**src/rtl/uart_rx_frame.sv**
```systemverilog
// uart_rx_frame: receives 11-bit UART frames (start, 8 data LSB-first,
// parity, stop) and presents each byte with a one-cycle completion strobe.
// Ports:
//   clk_3125    - 3.125 MHz system clock, rising edge
//   rst_n       - synchronous active-low reset
//   rx          - asynchronous serial line, idle high
//   parity_type - 0 = even, 1 = odd expected parity (latched at start)
//   rx_msg      - received byte, bit 0 = first data bit on the wire
//   rx_parity   - parity bit as received
//   rx_complete - one-cycle pulse when a frame finishes
//   parity_err  - parity mismatch, valid with rx_complete
//   frame_err   - stop bit sampled low, valid with rx_complete
module uart_rx_frame #(
    parameter int unsigned CLKS_PER_BIT = 28,
    parameter int unsigned SAMPLE_POINT = 14,
    parameter int unsigned SYNC_STAGES  = 2
) (
    input  logic       clk_3125,
    input  logic       rst_n,
    input  logic       rx,
    input  logic       parity_type,
    output logic [7:0] rx_msg,
    output logic       rx_parity,
    output logic       rx_complete,
    output logic       parity_err,
    output logic       frame_err
);

    localparam int unsigned CNT_W = $clog2(CLKS_PER_BIT);

    typedef enum logic [2:0] {
        IDLE,
        START,
        DATA,
        PARITY,
        STOP
    } state_t;

    state_t                 state;
    logic [SYNC_STAGES-1:0] sync;
    logic                   rx_s;
    logic                   rx_d;
    logic [CNT_W-1:0]       counter;
    logic [2:0]             bit_idx;
    logic [7:0]             shift;
    logic                   par_q;
    logic                   ptype_q;
    logic                   sample;
    logic                   wrap;

    assign rx_s   = sync[SYNC_STAGES-1];
    assign sample = (counter == CNT_W'(SAMPLE_POINT));
    assign wrap   = (counter == CNT_W'(CLKS_PER_BIT - 1));

    // Synchronizer, bit timing and frame FSM with registered outputs
    always_ff @(posedge clk_3125) begin
        if (!rst_n) begin
            sync        <= '1;
            rx_d        <= 1'b1;
            state       <= IDLE;
            counter     <= '0;
            bit_idx     <= '0;
            shift       <= '0;
            par_q       <= 1'b0;
            ptype_q     <= 1'b0;
            rx_msg      <= '0;
            rx_parity   <= 1'b0;
            rx_complete <= 1'b0;
            parity_err  <= 1'b0;
            frame_err   <= 1'b0;
        end else begin
            sync        <= {sync[SYNC_STAGES-2:0], rx};
            rx_d        <= rx_s;
            rx_complete <= 1'b0;

            if (state != IDLE) begin
                counter <= wrap ? '0 : counter + CNT_W'(1);
            end

            case (state)
                IDLE: begin
                    // Only a genuine 1->0 transition starts a frame
                    if (rx_d && !rx_s) begin
                        counter <= '0;
                        state   <= START;
                    end
                end
                START: begin
                    if (sample) begin
                        if (rx_s) begin
                            state <= IDLE;
                        end else begin
                            ptype_q <= parity_type;
                        end
                    end else if (wrap) begin
                        bit_idx <= '0;
                        state   <= DATA;
                    end
                end
                DATA: begin
                    if (sample) begin
                        shift[bit_idx] <= rx_s;
                    end
                    if (wrap) begin
                        if (bit_idx == 3'd7) begin
                            state <= PARITY;
                        end else begin
                            bit_idx <= bit_idx + 3'd1;
                        end
                    end
                end
                PARITY: begin
                    if (sample) begin
                        par_q <= rx_s;
                    end
                    if (wrap) begin
                        state <= STOP;
                    end
                end
                STOP: begin
                    // Finish mid-stop so a back-to-back start edge is seen
                    if (sample) begin
                        rx_msg      <= shift;
                        rx_parity   <= par_q;
                        parity_err  <= ((^shift) ^ par_q) != ptype_q;
                        frame_err   <= ~rx_s;
                        rx_complete <= 1'b1;
                        state       <= IDLE;
                    end
                end
                default: state <= IDLE;
            endcase
        end
    end

endmodule

```
**config.mk**
```make
export PLATFORM = sky130hd
export DESIGN_NAME = uart_rx_frame
export DESIGN_NICKNAME = d
export VERILOG_FILES = /design/src/rtl/uart_rx_frame.sv
export SDC_FILE = /design/constraint.sdc
export NUM_CORES = 1
export LEC_CHECK = 0
export BUFFER_PORTS_ARGS = -buffer_cell sky130_fd_sc_hd__buf_2
export CAP_MARGIN = 20
export CORE_MARGIN = 2
export CORE_UTILIZATION = 62
export CTS_CLUSTER_DIAMETER = 30
export DETAILED_ROUTE_END_ITERATION = 8
export GPL_TIMING_DRIVEN = 0
export HOLD_SLACK_MARGIN = 0.02
export PLACE_DENSITY = 0.84
export SYNTH_ARGS = -nofsm -noshare
export SYNTH_HDL_FRONTEND = slang
export SYNTH_SLANG_ARGS = --single-unit
```
**constraint.sdc**
```tcl
create_clock -name clk_3125 -period 3.1 [get_ports clk_3125]
set_clock_uncertainty 0.1 [all_clocks]
set_input_delay 0.155 -clock clk_3125 [delete_from_list [all_inputs] [get_ports clk_3125]]
set_output_delay 0.155 -clock clk_3125 [all_outputs]
set_load 0.01 [all_outputs]
```
==> results of run 1 <==
area by class of cell:
class	count	area share, %
Multi-Input combinational cell	140	46.6
Sequential cell	36	37.9
Timing Repair Buffer	19	6.06
Buffer	12	4.02
Clock buffer	6	2.17
Tap cell	30	1.98
Inverter	5	0.988
Clock inverter	1	0.264
synth_stat cells:
cell	number
a211oi_1	2
a21oi_1	16
a311oi_1	1
a31oi_1	1
and2_1	3
and4b_1	1
buf_2	4
buf_6	2
buf_8	1
clkbuf_1	5
dfxtp_1	36
ha_1	4
inv_1	5
mux2i_1	12
nand2_1	19
nand2b_1	7
nand3_1	12
nand3b_1	2
nand4_1	4
nand4b_1	2
nor2_1	21
nor3_1	4
nor3b_1	3
nor3b_2	2
o2111ai_2	1
o211ai_1	1
o21ai_0	6
o31a_1	1
or2b_1	1
or3_1	1
or3_4	1
or3b_4	1
or4_4	1
xnor2_1	9
xor2_1	1
metal layers:
layer,GRT usage (%),vias up,routed length (um)
li1,-,719,-
met3,6.22,8,241
met2,43.2,54,1770
met1,31.3,687,1670
met5,0,-,0
met4,9.86,0,65
kinds of logic (layout without fill, tap and decap cells):
family | Yosys count | in the layout
simple gates | 85 | 85
xor+xnor | 10 | 10
buf+inv | 17 | 43
flops | 36 | 36
compound gates | 29 | 29
mux | 12 | 12
fa+ha+maj | 4 | 4
state kept, by name, indices dropped and copies added (netlist names):
register,cells
sync,2
par_q,1
rx_complete,1
rx_d,1
counter,5
shift,8
state,3
rx_msg,8
parity_err,1
frame_err,1
ptype_q,1
rx_parity,1
bit_idx,3
how the worst max path moves through the flow:
stage                     slack, ps             startpoint               endpoint
after global placement         1140  counter[0]$_SDFF_PN0_  state[0]$_SDFFE_PN0P_
after CTS                      1060  counter[0]$_SDFF_PN0_  state[0]$_SDFFE_PN0P_
after global routing            820  counter[0]$_SDFF_PN0_  state[0]$_SDFFE_PN0P_
final                          1040  counter[0]$_SDFF_PN0_  state[0]$_SDFFE_PN0P_
after detailed placement       1090  counter[0]$_SDFF_PN0_  state[0]$_SDFFE_PN0P_
after floorplan                1300  counter[0]$_SDFF_PN0_  state[0]$_SDFFE_PN0P_
metrics by stage:
step                total power [uW]  util [%]  setup slack [ps]  cell area [um2]
finish                           784      74.6              1040             1900
global route                     816      74.6               825             1900
CTS                              788      74.6              1060             1900
detailed placement               557      71.2              1090             1810
global placement                 552      71.2              1140             1810
floorplan                        540         -              1300             1700
power by group through the flow:
stage          logic [uW]  clock network [uW]  registers, uW
4_1_cts              77.0                 237            474
2_1_floorplan        56.2                   0            483
5_1_grt              88.7                 252            475
3_5_place_dp         72.8                   0            484
3_3_place_gp         67.9                   0            484
6_report             78.8                 231            474
critical path, cell delays in order, from the launching register on:
cell and delay (ps):
dfxtp_1 350, inv_1 80, ha_1 160, nand4b_1 260
or4_4 590, o2111ai_2 120, mux2i_1 240, nor2_1 60
==> flow_summary.json, run 1 <==
{
  "status": "finished, final reports clean",
  "ios": 16,
  "instances_no_fill": 249,
  "place_inst": 238,
  "ff_latch_area_um2": 721,
  "max_clock_freq_mhz": 485,
  "area_growth_pct": 11.7,
  "yosysUniqueCellTypes": 35,
  "worstSetupPathType": "reg2reg",
  "place.port_buffers": 15,
  "clk_pin_slew_ps": 100,
  "gp_congestion": 0.838,
  "final_max_slew_viol_count": 0,
  "crit_fanout": 6,
  "period_share_pct": 66.5,
  "r2r_start": "counter[0]$_SDFF_PN0_",
  "hold_viol": 0,
  "synth_nets": 201,
  "wl_um": 3740,
  "layout_common_cells": "dfxtp_1 (36), nor2_1 (21), buf_2 (19), nand2_1 (19), a21oi_1 (16)",
  "regToRegSetupSlack_ps": 1040,
  "tns_ps": 0,
  "p_per_area_nw_per_um2": 413,
  "root_buffer": "clkbuf_4",
  "num_rows": 18,
  "n_fill_cell": 193,
  "ys_top_cells_by_area": "dfxtp_1 (42%), mux2i_1 (7.1%), a21oi_1 (4.7%), nor2_1 (4.6%), xnor2_1 (4.6%)",
  "r2r_end": "state[0]$_SDFFE_PN0P_",
  "cts_setup_buffers": 0,
  "yosys.area_share.simple_pct": 26.8,
  "maxCapViolations": 0,
  "synth-xor-area-share_pct": 5.15,
  "dr.pass1.iters": 4,
  "synthMuxAreaShare_pct": 7.06,
  "synth_seq_cells": 36,
  "synth_top_family_by_area": "simple AND/OR/NAND/NOR gates",
  "die_w_um": 56.4,
  "setup_violations": 0,
  "avgSynthCellArea_um2": 8.81,
  "synth.top_cell.area_share_pct": 42.4,
  "tritoncts.num_buffers": 5,
  "yosysWarnings": 0,
  "start_util_pct": 66.8,
  "drive_gt1_share_pct": 15.5,
  "whs_path_depth": 1,
  "die_area_um2": 3180,
  "worst_hold_path_type": "reg2reg",
  "antennaDiodeCount": 0,
  "cp_data_arrival_time_ps": 2200,
  "fin_crit_ps": 2060,
  "irDropWorstVdd_v": 0.000428,
  "switching_share_pct": 25.6,
  "cts_num_sinks": 36,
  "clk_path_buf_depth": 2,
  "switching_power_uw": 201,
  "grt_max_degree": 11,
  "wl_per_cell_um": 15.0,
  "core_area_um2": 2540,
  "yosys.area.top_type": "dfxtp_1",
  "rsz0062_at_grt": "false",
  "nets": 227,
  "grt_pass1_wl_um": 6280,
  "synth_area_um2": 1700,
  "via_count": 1468,
  "grt_usage_pct": 25.6,
  "tightest_slew_ps": 618,
  "hpwl_um": 2530,
  "grt_pass1_vias": 1375,
  "reg2reg_depth": 7,
  "clk_latency_ps": 340,
  "leakage_uw": 0.000736,
  "multi_input_area_um2": 885,
  "critPathCaptureType": "register",
  "grt_overflow": 0,
  "antenna_found_initial": 0,
  "cell_internal_pwr_uw": 584,
  "hold_buffers": 4,
  "clkPwrFrac_pct": 29.5,
  "comb_power_share_pct": 10.1,
  "critPathLaunchType": "register",
  "synth_fa_ha_area_share_pct": 2.94,
  "cts_max_level": 2,
  "avgViaCountPerCell": 5.90,
  "final_common_cell": "dfxtp_1",
  "critical_path_required_ps": 3240,
  "ctsResizeCount": 0,
  "yosysSeqAreaShare_pct": 42.4,
  "synth_compound_area_share_pct": 10.1,
  "die_h_um": 56.4,
  "min_to": "sync[1]$_SDFF_PN1_",
  "synthCells": 193,
  "power_frac_seq_pct": 60.4,
  "whs_ps": 358,
  "ant_nets": 0,
  "maxSlewHeadroom_pct": 58.5,
  "cts_tree": "built",
  "drtIter0Drc": 73,
  "worstHoldStart": "sync[0]$_SDFF_PN1_",
  "drcViolationCount": 0
}
No activity file was read; power rests on OpenSTA's default activity.
==> run 2: changes to the inputs <==
--- a/config.mk
+++ b/config.mk
@@ -8,12 +8,12 @@
 export BUFFER_PORTS_ARGS = -buffer_cell sky130_fd_sc_hd__buf_2
 export CAP_MARGIN = 20
 export CORE_MARGIN = 2
-export CORE_UTILIZATION = 62
+export CORE_UTILIZATION = 57
 export CTS_CLUSTER_DIAMETER = 30
 export DETAILED_ROUTE_END_ITERATION = 8
 export GPL_TIMING_DRIVEN = 0
 export HOLD_SLACK_MARGIN = 0.02
-export PLACE_DENSITY = 0.84
+export PLACE_DENSITY = 0.78
 export SYNTH_ARGS = -nofsm -noshare
 export SYNTH_HDL_FRONTEND = slang
 export SYNTH_SLANG_ARGS = --single-unit
==> constraint.sdc (replaced) <==
create_clock -name clk_3125 -period 2.1 [get_ports clk_3125]
set_clock_uncertainty 0.1 [all_clocks]
set_input_delay 0.105 -clock clk_3125 [delete_from_list [all_inputs] [get_ports clk_3125]]
set_output_delay 0.105 -clock clk_3125 [all_outputs]
set_load 0.01 [all_outputs]
==> flow_summary.json, run 2 (synthesis results as in run 1) <==
{
  "nets": 228,
  "tritoncts.num_buffers": 5,
  "crit_path_cell_trace": "inv_1, ha_1, nand4b_1, or4_4, o2111ai_2, mux2i_1, nor2_1",
  "n_fill_cell": 235,
  "cp_data_arrival_time_ps": 2120,
  "max_clock_freq_mhz": 506,
  "dp_slack_ps": 81.3,
  "avgViaCountPerCell": 5.69,
  "grt_pass1_wl_um": 6130,
  "final_max_slew_viol_count": 0,
  "maxCapViolations": 0,
  "crit_family": "simple AND/OR/NAND/NOR gates",
  "status": "finished, final reports clean",
  "irDropWorstVdd_v": 0.000471,
  "layout_common_cells": "dfxtp_1 (36), nor2_1 (21), buf_2 (19), nand2_1 (19), a21oi_1 (16)",
  "antennaDiodeCount": 0,
  "critPathCaptureType": "register",
  "cts_num_sinks": 36,
  "hold_viol": 0,
  "p_per_area_nw_per_um2": 604,
  "ios": 16,
  "fin_total_pwr_uw": 1160,
  "grt_overflow": 0,
  "grt_pass1_vias": 1347,
  "clk_latency_ps": 350,
  "fin_crit_ps": 1980,
  "wl_per_cell_um": 14.0,
  "die_area_um2": 3440,
  "clk_pin_slew_ps": 100,
  "dpl_cell_area_um2": 1810,
  "via_count": 1428,
  "drcViolationCount": 0,
  "place.port_buffers": 15,
  "drtIter0Drc": 48,
  "die_h_um": 58.6,
  "core_area_um2": 2810,
  "dr.pass1.iters": 4,
  "wl_um": 3510,
  "leakage_uw": 0.000741,
  "whs_ps": 320,
  "critPathLaunchType": "register",
  "critPathBufInv": 1,
  "root_buffer": "clkbuf_4",
  "drive_gt1_share_pct": 16.4,
  "cts_tree": "built",
  "start_util_pct": 60.6,
  "critical_path.max_stage_delay_ps": 560,
  "tightest_slew_ps": 540,
  "worst_hold_path_type": "reg2reg",
  "antenna_found_initial": 0,
  "stdcell_area_um2": 1910,
  "setup_ws_ps": 123,
  "num_rows": 19,
  "die_w_um": 58.6,
  "cts_max_level": 2,
  "crit_fanout": 5,
  "gp_congestion": 0.860,
  "critical_path_required_ps": 2250,
  "maxSlewHeadroom_pct": 63.7,
  "setup_violations": 0,
  "period_share_pct": 94.1,
  "grt_max_degree": 11,
  "worstSetupPathType": "reg2reg",
  "hpwl_um": 2510,
  "ant_nets": 0,
  "clk_path_buf_depth": 2,
  "top_regs": "rx_msg x8, shift x8, counter x5",
  "worst_path_max_delay_cell": "or4_4",
  "final_common_cell": "dfxtp_1",
  "grt_usage_pct": 24.0,
  "area_growth_pct": 12.5
}
[run 2: layer usage]
| layer | track usage [%] | up-vias | part of all wire, % |
|---|---|---|---|
| met5 | 0 | - | 0 |
| li1 | - | 718 | - |
| met3 | 6.59 | 9 | 5.8 |
| met1 | 30.7 | 657 | 45 |
| met2 | 37.1 | 44 | 47 |
| met4 | 12.7 | 0 | 2.0 |
[run 2: worst reg2reg max path: stages (launching register included)]
cell and delay, ps:
dfxtp_1 350, inv_1 80, ha_1 180, nand4b_1 210, or4_4 560, o2111ai_2 120, mux2i_1 210, nor2_1 60
[run 2: power by group]
| group | total (uW) | internal, uW | switching, uW | leakage (uW) |
|---|---|---|---|---|
| sequential | 699 | 693 | 6.93 | 0.000291 |
| clock | 343 | 123 | 220 | 0.0000281 |
| combinational | 114 | 46.0 | 68.0 | 0.000422 |
| total | 1160 | 862 | 295 | 0.000741 |
[run 2: area by class of cell]
type	count	area (um2)	share of cell area, %
Multi-Input combinational cell	140	890	46.5
Inverter	5	18.8	0.981
Sequential cell	36	721	37.7
Clock inverter	1	5.00	0.262
Clock buffer	6	41.3	2.16
Timing Repair Buffer	20	123	6.41
Tap cell	31	38.8	2.03
Buffer	12	76.3	3.99
[run 2: what timing repair did]
item | 4_1_cts | 5_1_grt
hold buffers | 4 | 0
hold endpoints to repair | 7 | 0
setup endpoints to repair | 0 | 8
resized for setup | 0 | 1
buffers inserted | 0 | 1
[run 2: metrics by stage]
step                      setup TNS, ps  cells  util [%]
final                                 0    251      68.2
after global routing              -3.46    251      68.2
after CTS                             0    250      67.8
after detailed placement              0    239      64.7
after global placement                0    239      64.7
after floorplan                       0    193         -
[run 2: final timing paths]
kind / cells past startpoint / to / startpoint / slack (ps)
max: 7 / state[0]$_SDFFE_PN0P_ / counter[0]$_SDFF_PN0_ / 120
min: 1 / sync[1]$_SDFF_PN1_ / sync[0]$_SDFF_PN1_ / 320
max reg2reg: 7 / state[0]$_SDFFE_PN0P_ / counter[0]$_SDFF_PN0_ / 120
min reg2reg: 1 / sync[1]$_SDFF_PN1_ / sync[0]$_SDFF_PN1_ / 320
